[src/rtl/spi_pkg.sv]
// rtl/spi_pkg.sv - shared types and constants for the mode-0 SPI initiator
package spi_pkg;

  typedef enum logic [2:0] {
    IDLE   = 3'd0,
    SETUP  = 3'd1,
    SCK_HI = 3'd2,
    SCK_LO = 3'd3,
    HOLD   = 3'd4,
    DONE   = 3'd5
  } spi_state_t;

  localparam logic [2:0] ST_IDLE   = IDLE;
  localparam logic [2:0] ST_SETUP  = SETUP;
  localparam logic [2:0] ST_SCK_HI = SCK_HI;
  localparam logic [2:0] ST_SCK_LO = SCK_LO;
  localparam logic [2:0] ST_HOLD   = HOLD;
  localparam logic [2:0] ST_DONE   = DONE;

  localparam int SPI_MODE    = 0;
  localparam int CLK_DIV_MIN = 1;
  localparam int CLK_DIV_MAX = 255;
  localparam int DIV_CNT_W   = $clog2(CLK_DIV_MAX + 1);

  function automatic bit clk_div_legal(input int div);
    return (div >= CLK_DIV_MIN) && (div <= CLK_DIV_MAX);
  endfunction

endpackage

[src/rtl/spi_if.sv]
// rtl/spi_if.sv - core handshake plus SPI pins for the SPI initiator
interface spi_if #(
  parameter int DATA_W = 8
);
  logic              start;
  logic [DATA_W-1:0] tx_data;
  logic              keep_cs;
  logic [DATA_W-1:0] rx_data;
  logic              busy;
  logic              done;
  logic              sck;
  logic              mosi;
  logic              miso;
  logic              cs_n;

  modport master (
    input  start, tx_data, keep_cs, miso,
    output rx_data, busy, done, sck, mosi, cs_n
  );

  modport slave (
    output start, tx_data, keep_cs, miso,
    input  rx_data, busy, done, sck, mosi, cs_n
  );
endinterface

[src/rtl/spi_tick_gen.sv]
// rtl/spi_tick_gen.sv - SCK half-period down-counter, reloaded on every state entry
module spi_tick_gen
  import spi_pkg::*;
#(
  parameter int CLK_DIV = 4
) (
  input  logic clk,
  input  logic reset,
  input  logic load,
  output logic tick,
  output logic first
);

  localparam logic [DIV_CNT_W-1:0] RELOAD = DIV_CNT_W'(CLK_DIV - 1);

  logic [DIV_CNT_W-1:0] count;

  always_ff @(posedge clk) begin
    if (reset) begin
      count <= '0;
    end else if (load) begin
      count <= RELOAD;
    end else if (count != '0) begin
      count <= count - 1'b1;
    end
  end

  // first marks the entry cycle of a state since every entry reloads the counter
  assign tick  = (count == '0);
  assign first = (count == RELOAD);

endmodule

[src/rtl/spi_master.sv]
// rtl/spi_master.sv - mode-0 MSB-first SPI initiator with byte start/done handshake
module spi_master
  import spi_pkg::*;
#(
  parameter int CLK_DIV = 4,
  parameter int DATA_W  = 8
) (
  input  logic clk,
  input  logic reset,
  spi_if.master bus
);

  localparam int BIT_W = $clog2(DATA_W + 1);

  if (!clk_div_legal(CLK_DIV) || SPI_MODE != 0) begin : g_param_check
    $error("spi_master: CLK_DIV out of range or unsupported SPI mode");
  end

  logic [2:0]        state;
  logic [2:0]        state_nxt;
  logic [DATA_W-1:0] tx_sr;
  logic [DATA_W-1:0] rx_sr;
  logic [DATA_W-1:0] rx_q;
  logic [BIT_W-1:0]  bit_cnt;
  logic              keep_q;
  logic              cs_act;
  logic              tick;
  logic              first;
  logic              load;

  spi_tick_gen #(.CLK_DIV(CLK_DIV)) u_tick (
    .clk   (clk),
    .reset (reset),
    .load  (load),
    .tick  (tick),
    .first (first)
  );

  always_comb begin
    state_nxt = state;
    case (state)
      ST_IDLE:   if (bus.start) state_nxt = ST_SETUP;
      ST_SETUP:  if (tick) state_nxt = ST_SCK_HI;
      ST_SCK_HI: if (tick) state_nxt = ST_SCK_LO;
      ST_SCK_LO: if (tick) state_nxt = (bit_cnt != '0) ? ST_SCK_HI : ST_HOLD;
      ST_HOLD:   if (tick) state_nxt = ST_DONE;
      ST_DONE:   state_nxt = ST_IDLE;
      default:   state_nxt = ST_IDLE;
    endcase
  end

  assign load = (state_nxt != state);

  always_ff @(posedge clk) begin
    if (reset) begin
      state   <= ST_IDLE;
      tx_sr   <= '0;
      rx_sr   <= '0;
      rx_q    <= '0;
      bit_cnt <= '0;
      keep_q  <= 1'b0;
      cs_act  <= 1'b0;
    end else begin
      state <= state_nxt;
      if (state == ST_IDLE && bus.start) begin
        tx_sr   <= bus.tx_data;
        keep_q  <= bus.keep_cs;
        bit_cnt <= BIT_W'(DATA_W);
        cs_act  <= 1'b1;
      end
      // miso is launched by the slave on the falling edge, so it is stable while sck is high
      if (state == ST_SCK_HI && first) begin
        rx_sr <= {rx_sr[DATA_W-2:0], bus.miso};
      end
      // Shift on the SCK_LO entry edge so mosi changes together with the falling edge
      if (state == ST_SCK_HI && tick) begin
        tx_sr   <= {tx_sr[DATA_W-2:0], 1'b0};
        bit_cnt <= bit_cnt - 1'b1;
      end
      if (state == ST_HOLD && tick) begin
        rx_q   <= rx_sr;
        cs_act <= keep_q;
      end
    end
  end

  assign bus.sck     = (state == ST_SCK_HI);
  assign bus.mosi    = (state == ST_IDLE) ? 1'b0 : tx_sr[DATA_W-1];
  assign bus.cs_n    = ~cs_act;
  assign bus.busy    = (state == ST_SETUP) || (state == ST_SCK_HI) ||
                       (state == ST_SCK_LO) || (state == ST_HOLD);
  assign bus.done    = (state == ST_DONE);
  assign bus.rx_data = rx_q;

endmodule

[src/flat_wrapper.sv]
// flat-port wrapper written by rule: the top's interface ports become plain ports
module spi_master_flat import spi_pkg::*;
#(
  parameter int CLK_DIV = 4,
  parameter int DATA_W  = 8
)
  (clk, reset, bus_start, bus_tx_data, bus_keep_cs, bus_miso, bus_rx_data, bus_busy, bus_done, bus_sck, bus_mosi, bus_cs_n);
  spi_if #(.DATA_W(DATA_W)) bus_i ();
  input  logic clk;
  input  logic reset;
  input wire logic [$bits(bus_i.start)-1:0] bus_start;
  input wire logic [$bits(bus_i.tx_data)-1:0] bus_tx_data;
  input wire logic [$bits(bus_i.keep_cs)-1:0] bus_keep_cs;
  input wire logic [$bits(bus_i.miso)-1:0] bus_miso;
  output wire logic [$bits(bus_i.rx_data)-1:0] bus_rx_data;
  output wire logic [$bits(bus_i.busy)-1:0] bus_busy;
  output wire logic [$bits(bus_i.done)-1:0] bus_done;
  output wire logic [$bits(bus_i.sck)-1:0] bus_sck;
  output wire logic [$bits(bus_i.mosi)-1:0] bus_mosi;
  output wire logic [$bits(bus_i.cs_n)-1:0] bus_cs_n;
  assign bus_i.start = bus_start;
  assign bus_i.tx_data = bus_tx_data;
  assign bus_i.keep_cs = bus_keep_cs;
  assign bus_i.miso = bus_miso;
  assign bus_rx_data = bus_i.rx_data;
  assign bus_busy = bus_i.busy;
  assign bus_done = bus_i.done;
  assign bus_sck = bus_i.sck;
  assign bus_mosi = bus_i.mosi;
  assign bus_cs_n = bus_i.cs_n;
  spi_master #(.CLK_DIV(CLK_DIV), .DATA_W(DATA_W)) u_core (.clk(clk), .reset(reset), .bus(bus_i));
endmodule
[config.mk]
export PLATFORM = sky130hd
export DESIGN_NAME = spi_master_flat
export DESIGN_NICKNAME = d
export VERILOG_FILES = /design/src/rtl/spi_pkg.sv /design/src/rtl/spi_if.sv /design/src/rtl/spi_tick_gen.sv /design/src/rtl/spi_master.sv /design/src/flat_wrapper.sv
export SDC_FILE = /design/constraint.sdc
export NUM_CORES = 1
export LEC_CHECK = 0
export CAP_MARGIN = 20
export CORE_UTILIZATION = 25
export DETAILED_ROUTE_END_ITERATION = 10
export SLEW_MARGIN = 10
export SYNTH_ARGS = -nofsm -noshare
export SYNTH_HDL_FRONTEND = slang
export SYNTH_SLANG_ARGS = --single-unit
[constraint.sdc]
create_clock -name clk -period 1.87 [get_ports clk]
set_input_delay 0.2805 -clock clk [delete_from_list [all_inputs] [get_ports clk]]
set_output_delay 0.2805 -clock clk [all_outputs]
set_load 0.02 [all_outputs]
# --- After elaboration in Yosys (flattened, before gate mapping) ---
# Cells that the tools add are included.
word_totals:
  reg_bits: 41
op_classes:
  n_addsub: 2
  n_eq_ne: 7
  mux: 16
  bitwise: 1
  n_reduce_logical: 16
ops:
  columns: ["cell", "n"]
  rows:
  - ["$mux W3", 6]
  - ["$mux W8", 2]
  - ["$pmux W3 S5", 1]
  - ["$eq A8 B2 Y1 const B", 1]
  - ["$logic_not A8 Y1", 1]
  - ["$mux W4", 2]
  - ["$reduce_bool A8 Y1", 1]
  - ["$sub A8 B1 Y8 const B", 1]
  - ["$eq A3 B2 Y1 const B", 2]
  - ["$eq A3 B3 Y1 const B", 2]
  - ["$reduce_bool A2 Y1", 3]
  - ["$logic_and A1 B1 Y1", 4]
  - ["$mux W2", 2]
  - ["$reduce_bool A4 Y1", 1]
  - ["$reduce_or A2 Y1", 2]
  - ["$sub A4 B1 Y4 const B", 1]
  - ["$eq A3 B1 Y1 const B", 1]
  - ["$logic_not A3 Y1", 1]
  - ["$logic_or A1 B1 Y1", 3]
  - ["$mux W1", 3]
  - ["$ne A3 B3 Y1", 1]
  - ["$not A1 Y1", 1]

# --- Longest topological paths before layout ---
# Gate-level depths: netlist (run 1).
logic_depth:
  ltp_word: 6
  mapped_depth: 7
  depth_no_buf: 6

# --- By module ---
# From an unflattened synthesis (run 1), not the netlist that was laid out.
hier_totals:
  cells_unflattened: 215
  area_unflattened_um2: 1923.1
modules_own_cells:
  columns: ["mod", "instances", "cells_each", "area_each_um2", "seq_area_each_um2"]
  rows:
  - ["spi_master", 1, 168, 1503.9, 660.6]
  - ["spi_tick_gen", 1, 47, 419.2, 160.2]

# --- Least setup slack after synthesis (run 1) ---
# Ideal clock, no wire load.
synth_timing:
  path_type: "register to register"
  from: "register u_core.state[1]"
  to: "register u_core.rx_sr[0]"
  setup_ps: 128
  arrival_time_ps: 1600
  setup_slack_ps: 143
  path_stages_with_launch: 6
  n_path_buf: 1
  cell_sequence: "dfxtp_1 > buf_2 > nor3b_2 > nand4_2 > mux2i_1 > nor2_1"
synth_between:
  elab_chain_cells: 2
synth_lines:
  columns: ["element", "line_no", "text"]
  rows:
  - ["from (decl)", "spi_master.sv:19", "logic [2:0] state;"]
  - ["from (signal assigned)", "spi_master.sv:64", "state <= state_nxt;"]
  - ["$eq A3 B2 Y1", null, null]
  - ["via bus_sck", "flat_wrapper.sv:18", "output wire logic [$bits(bus_i.sck)-1:0] bus_sck;"]
  - ["$logic_and A1 B1 Y1", "spi_master.sv:72", "if (state == ST_SCK_HI && first) begin"]
  - ["to (signal assigned)", "spi_master.sv:73", "rx_sr <= {rx_sr[DATA_W-2:0], bus.miso};"]
  - ["to (decl)", "spi_master.sv:22", "logic [DATA_W-1:0] rx_sr;"]
# The timed path passes the listed nets, and every way through them passes these cells.
# A chain may end at the register's enable or synchronous reset.

# --- Worst setup path in the final report (run 1) ---
layout_timing:
  from: "register u_core.u_tick.count[0]"
  to: "register u_core.u_tick.count[5]"
layout_between:
  elab_chain_cells: 5
layout_lines:
  columns: ["element", "line_no", "text"]
  rows:
  - ["from (decl)", "spi_tick_gen.sv:16", "logic [DIV_CNT_W-1:0] count;"]
  - ["from (signal assigned)", "spi_tick_gen.sv:24", "count <= count - 1'b1;"]
  - ["$logic_not A8 Y1", "spi_tick_gen.sv:29", "assign tick = (count == '0);"]
  - ["$mux W3, on equally long branches", null, null]
  - ["$pmux W3 S5", "spi_master.sv:41", "case (state)"]
  - ["$ne A3 B3 Y1", "spi_master.sv:52", "assign load = (state_nxt != state);"]
  - ["$reduce_or A2 Y1 (no source line)", null, null]
# Parallel ways exist; a longest one is shown, timed or not.

==> results of run 1 <==
==> per-layer routing <==
layer	share of wire [%]	GRT usage [%]	routed length (um)
met1	47	13.8	1930
met2	48	19.2	1970
met3	4.3	3.45	179
met4	1.1	3.08	46
met5	0	0	0
==> cell usage after synthesis (all sizes together) (2+ instances only) <==
master,number,area [um^2]
clkbuf,6,22.5
a31oi,4,25.0
buf,8,63.8
o21ba,2,20.0
inv,7,26.3
nor4b,2,17.5
a21oi,11,58.8
o31ai,2,15.0
or4,2,22.5
a311oi,12,105
and2,3,23.8
nand2,28,105
dfxtp,41,821
ha,3,37.5
mux2i,11,110
nor2,28,105
nor4,3,25.0
nor3,6,35.0
nand3,12,65.1
a211oi,2,15.0
nor3b,4,46.3
xnor2,3,26.3
==> timing repair <==
item	CTS	global route
gates cloned	0	0
endpoints found under the setup margin	4	3
pin swaps	0	3
hold endpoints to repair	0	0
resized for setup	7	6
setup buffers	0	0
==> kinds of logic after synthesis <==
| family | count (synthesis) | share of synthesized area, % |
|---|---|---|
| AOI/OAI and AO/OA | 35 | 13.6 |
| xor gates and xnor gates | 4 | 1.87 |
| adders and majority gates | 3 | 2.00 |
| buffers and inverters | 21 | 6.00 |
| DFF | 41 | 43.7 |
| muxes | 11 | 5.87 |
| and+or+nand+nor | 96 | 26.9 |
==> cell type report <==
type                            count  area [um^2]
Sequential cell                    41          827
Clock buffer                        5         68.8
Fill cell                         766         4860
Inverter                            7         26.3
Multi-Input combinational cell    149          955
Clock inverter                      3         17.5
Timing Repair Buffer               39          372
Tap cell                           99          124
==> worst reg2reg max path, stage by stage (launching register included) <==
cell and delay (ns):
dfxtp_2 0.33, inv_1 0.05, ha_1 0.20, nor3b_4 0.16
buf_12 0.14, and2_4 0.18, or4_4 0.56, nor2_1 0.11
==> flip-flops by register name, indices dropped and copies added (netlist names) <==
| signal | count |
|---|---|
| u_core.bus.rx_data | 8 |
| u_core.rx_sr | 8 |
| u_core.tx_sr | 8 |
| u_core.u_tick.count | 8 |
| u_core.bit_cnt | 4 |
| u_core.state | 3 |
| u_core.cs_act | 1 |
| u_core.keep_q | 1 |
==> report_power, final <==
group	switching (W)	total, W	internal, W
clock	0.000324	0.000582	0.000258
combinational	0.000813	0.00153	0.000716
sequential	0.000129	0.00115	0.00103
total	0.00127	0.00327	0.00200
==> how the worst max path moves through the flow <==
| stage | start | to | slack [ns] | depth (start not counted) |
|---|---|---|---|---|
| after floorplan | u_core.state[1] | u_core.rx_sr[0] | 0.14 | 5 |
| after global placement | bus_start | u_core.u_tick.count[1] | 0.09 | 4 |
| after detailed placement | bus_start | u_core.tx_sr[5] | 0.06 | 4 |
| after CTS | u_core.state[0] | bus_busy | 0.0002 | 4 |
| after global routing | u_core.u_tick.count[0] | u_core.u_tick.count[7] | -0.005 | 7 |
| final | u_core.u_tick.count[0] | u_core.u_tick.count[5] | 0.07 | 7 |
==> through the flow <==
step / hold slack, ns / power [W] / instances / util [%]
6_report: 0.456 / 0.00327 / 343 / 32.9
5_1_grt: 0.490 / 0.00348 / 343 / 32.9
4_1_cts: 0.460 / 0.00327 / 343 / 32.9
3_5_place_dp: 0.449 / 0.00268 / 335 / 31.6
3_3_place_gp: 0.446 / 0.00267 / 335 / 31.6
2_1_floorplan: 0.416 / 0.00221 / 211 / -
==> summary.txt, run 1 <==
Critical path
  • Required @ worst endpoint: 2.12 ns
  • Worst reg2reg path depth: 7
  • Top delay family on crit path: simple AND/OR/NAND/NOR gates
  • R2R Path End: u_core.u_tick.count[5]
  • Setup crit end kind: flip-flop
  • CP max stage cell: or4_4
  • Buffers plus inverters on the worst setup path: 2
  • Setup crit start kind: flip-flop
  • Crit-path cells: inv_1 -> ha_1 -> nor3b_4 -> buf_12 -> and2_4 -> or4_4 -> nor2_1
  • Largest stage delay on the critical path: 0.56 ns
  • Crit path DAT: 2.04 ns
  • Worst Path Max Fanout: 12
  • Worst reg2reg startpoint: u_core.u_tick.count[0]
  • CP Class: reg2reg
  • Reg2Reg Setup Slack: 0.07 ns

Global route
  • Initial antenna violation count: 0
  • GRT Total Usage: 11.3%
  • Overflow after GRT: 0
  • First-pass GRT wire length: 6840 um
  • Largest net degree at the start of global routing: 24
  • Vias in the first global route: 1485

Clock network
  • Htree depth: 2
  • Worst-skew pair later-pin latency: 0.30 ns
  • Post-CTS Hold Buffers: 0
  • TritonCTS buffer count: 5
  • TritonCTS clock tree: yes
  • CTS sink cnt: 41
  • Clock tree buffer depth: 2
  • Clock transition at the registers of the reported paths: 0.08 ns
  • Root buf cell: clkbuf_8

Placed design
  • Port Buf Inserts: 25
  • Setup WS pre-CTS: 0.0609 ns
  • HPWL Detailed: 2900 um
  • GPL Wtd Cong: 0.758
  • Post-placement cell area: 0.00229 mm^2

Drt
  • Post-route ant nets: 0
  • DR vias/cell: 4.54
  • Drt first-iter violations: 97
  • Routed wire per std cell: 12.0 um
  • Total Wirelength: 4130 um
  • Router iterations before antenna repair: 4
  • Vias: 1558
  • DRC viols: 0

Timing
  • RSZ-0062 raised after global routing: true
  • Final period util: 96.1%
  • Fin crit period: 1.80 ns
  • Relative slew margins: 67.9%
  • Setup ws final: 0.0727 ns
  • Max Slew Vio Count: 0
  • Final Setup Violations: 0
  • Layout Skew: 0.00861 ns
  • Post-route setup TNS: 0 ns
  • Achievable clock frequency: 556 MHz
  • Fin. Hold Viols: 0
  • Worst-Margin Slew: 0.481 ns

Layout
  • Final net count: 259
  • Commonest non-fill, non-tap cell in the layout: dfxtp_1
  • Most frequent cells in the layout: dfxtp_1, nand2_1, nor2_1
  • Design Area, Final: 0.00239 mm^2
  • Layout cell share with drive strength beyond 1: 16.8%
  • P&R area growth vs syn: 27.3%
  • Diode count: 0

Worst hold path
  • Hold Path End: u_core.bus.rx_data[5]
  • Worst Hold Class: reg2reg
  • Hold path depth: 2
  • Hold path start: u_core.bus.rx_data[5]

Synthesis
  • Syn nets: 227
  • Top FF cell, synth: dfxtp_1
  • EDFF count, synth: 0
  • Share of synthesized registers carrying an async set or reset: 0%
  • Post-synthesis instance total: 211
  • Synth unique cells: 42
  • Ys Warns: 0
  • Synth Cell Area: 0.00188 mm^2
  • Syn Area/Cell: 8.89 um^2
  • Register area share after synthesis: 43.7%
  • Synth Register Bits: 41

Floorplanning
  • Core Region: 0.00725 mm^2
  • Die Area: 0.00786 mm^2
  • Initial Utilization: 25.9%
  • Die Span Y: 88.6 um
  • Die X: 88.6 um
  • # IOs: 26
  • Rows: 31

Run status
  • Run status: completed

Job
  • Max Cap Viol: 0

Pwr
  • Peak VDD IR: 482 uV
  • Leak: 0.935 nW
  • Pwr per Cell Area: 1370 mW/mm^2
No activity file was read; power rests on OpenSTA's default activity.
==> run 2, diff against run 1 <==
--- a/config.mk
+++ b/config.mk
@@ -8,7 +8,9 @@
 export CAP_MARGIN = 20
 export CORE_UTILIZATION = 25
 export DETAILED_ROUTE_END_ITERATION = 10
+export DONT_BUFFER_PORTS = 1
 export SLEW_MARGIN = 10
 export SYNTH_ARGS = -nofsm -noshare
 export SYNTH_HDL_FRONTEND = slang
 export SYNTH_SLANG_ARGS = --single-unit
+export TNS_END_PERCENT = 5
==> summary.txt, run 2 (same netlist as run 1, synthesis figures left out) <==
Layout
  • Layout cell share with drive strength beyond 1: 15.2% (-1.6 points)
  • P&R area growth vs syn: 12.9%
  • Final net count: 232 (-10%)
  • Most frequent cells in the layout: dfxtp_1, nor2_1, nand2_1
  • Cell Count, Final, Fillers Out: 316 (-7.9%)
  • Final core occ: 29.2% (-3.7 points)
  • Fillcell total: 761 (-0.65%)
  • Commonest non-fill, non-tap cell in the layout: dfxtp_1
  • Diode count: 0 (unchanged)

Placed design
  • Setup WS pre-CTS: 0.131 ns (+0.0698 ns)
  • Port Buf Inserts: 0 (-100%)
  • HPWL Detailed: 2680 um (-7.8%)
  • GPL Wtd Cong: 0.731 (-3.6%)
  • Placed Instances: 306 (-8.7%)

Clock network
  • CTS sink cnt: 41 (unchanged)
  • Worst-skew pair later-pin latency: 0.30 ns (about the same)
  • Root buf cell: clkbuf_8
  • Clock tree buffer depth: 2 (unchanged)
  • Htree depth: 2 (unchanged)
  • Resized Gates After CTS: 0 (-7)
  • TritonCTS buffer count: 5 (unchanged)
  • TritonCTS clock tree: yes
  • Clock transition at the registers of the reported paths: 0.08 ns (about the same)

Worst hold path
  • Hold Path End: u_core.bit_cnt[2]
  • Hold path start: reset
  • Hold path depth: 1 (-1)
  • Worst Hold Class: in2reg

Floorplanning
  • # IOs: 26 (unchanged)
  • Die X: 88.6 um (unchanged)
  • Die Span Y: 88.6 um (unchanged)
  • Die Area: 0.00786 mm^2 (unchanged)
  • Rows: 31 (unchanged)
  • Core Region: 0.00725 mm^2 (unchanged)
  • Initial Utilization: 25.9% (unchanged)

Critical path
  • R2R Path End: u_core.u_tick.count[7]
  • Reg2Reg Setup Slack: 0.13 ns (+0.06 ns)
  • Worst reg2reg startpoint: u_core.u_tick.count[1]
  • Setup crit start kind: flip-flop
  • Required @ worst endpoint: 1.59 ns (-0.53 ns)
  • Crit path DAT: 1.57 ns (-0.47 ns)
  • Setup crit end kind: primary output
  • CP Class: reg2out
  • Worst Path Max Fanout: 9 (-3)
  • Worst reg2reg path depth: 6 (-1)
  • Worst setup path start: u_core.state[0]

Global route
  • Largest net degree at the start of global routing: 40 (+67%)
  • Initial antenna violation count: 0 (unchanged)
  • Overflow after GRT: 0 (unchanged)
  • Vias in the first global route: 1346 (-9.4%)
  • First-pass GRT wire length: 6630 um (-3.0%)
  • GRT Total Usage: 11.2% (-0.091 points)

Timing
  • RSZ-0062 raised after global routing: true
  • Setup ws final: 0.0238 ns (-0.0489 ns)
  • Fin. Hold Viols: 0 (unchanged)
  • Final period util: 98.7% (+2.6 points)
  • Achievable clock frequency: 542 MHz (-2.6%)
  • Fin crit period: 1.85 ns (+0.0489 ns)
  • Worst-Margin Slew: 0.505 ns (+0.0243 ns)
  • Max Slew Vio Count: 0 (unchanged)
  • Layout Skew: 0.0125 ns (+0.00388 ns)
  • Relative slew margins: 66.3% (-1.6 points)
  • Post-route setup TNS: 0 ns (unchanged)
  • Final Setup Violations: 0 (unchanged)

Drt
  • Routed wire per std cell: 12.6 um (+4.8%)
  • Router iterations before antenna repair: 4 (unchanged)
  • DRC viols: 0 (unchanged)
  • Drt first-iter violations: 87 (-10%)
  • Post-route ant nets: 0 (unchanged)
  • Vias: 1465 (-6.0%)
  • DR vias/cell: 4.64 (+2.1%)
  • Total Wirelength: 3980 um (-3.5%)

Pwr
  • Leak: 0.816 nW (-13%)
  • Peak VDD IR: 443 uV (-8.0%)
  • Pwr per Cell Area: 1500 mW/mm^2 (+9.4%)
  • Pwr Total: 0.00317 W (-3.0%)

Job
  • Max Cap Viol: 0 (unchanged)

Run status
  • Run status: completed
run 2: per-stage QoR:
step	instance area [um^2]	hold slack, ns
5_1_grt	2120	0.0221
6_report	2120	0.0522
2_1_floorplan	1880	0.416
3_5_place_dp	1990	0.362
3_3_place_gp	1990	0.361
4_1_cts	2100	0.0389
run 2: what timing repair did:
item                       CTS  global route
buffers inserted             0             2
setup endpoints to repair    0             5
hold buffers                 0             0
run 2: critical path, cell delays in order, from the launching register on:
cell and delay [ns]:
dfxtp_1 0.32, buf_4 0.16, or2_1 0.25, and2_4 0.18, nor2_1 0.37
run 2: worst max-delay path by stage:
stage                        endpoint  depth (start not counted)
2_1_floorplan         u_core.rx_sr[0]                          5
3_3_place_gp   u_core.u_tick.count[3]                          6
3_5_place_dp   u_core.u_tick.count[1]                          6
4_1_cts                      bus_busy                          4
5_1_grt                      bus_busy                          4
6_report                     bus_busy                          4
run 2: layout make-up:
| class | instances | area (um^2) | share of cell area, % |
|---|---|---|---|
| multi-input cells | 149 | 943 | 44.5 |
| flip-flops and latches | 41 | 821 | 38.7 |
| well taps | 99 | 124 | 5.84 |
| repair buffers | 12 | 90.1 | 4.25 |
| clock buffers | 5 | 68.8 | 3.25 |
| clock inverters | 3 | 46.3 | 2.18 |
| inverters | 7 | 26.3 | 1.24 |
run 2: metal layers:
metal,up-vias,share of wire (%),global-route usage [%]
met5,-,0,0
met4,0,1.2,4.40
met3,2,3.8,3.73
met2,25,46,17.3
met1,681,49,14.5
li1,757,-,-
run 2: power by group:
part | switching, W | internal (W)
Sequential | 0.000140 | 0.00102
Combinational | 0.000735 | 0.000539
Clock | 0.000333 | 0.000400
Total | 0.00121 | 0.00196
==> run 3, diff against run 2 <==
--- a/config.mk
+++ b/config.mk
@@ -9,7 +9,8 @@
 export CORE_UTILIZATION = 25
 export DETAILED_ROUTE_END_ITERATION = 10
 export DONT_BUFFER_PORTS = 1
-export SLEW_MARGIN = 10
+export SKIP_LAST_GASP = 1
+export SLEW_MARGIN = 5
 export SYNTH_ARGS = -nofsm -noshare
 export SYNTH_HDL_FRONTEND = slang
 export SYNTH_SLANG_ARGS = --single-unit
==> results of run 3 <==
No change in the layout: final DEF, timing and power equal those of run 2.
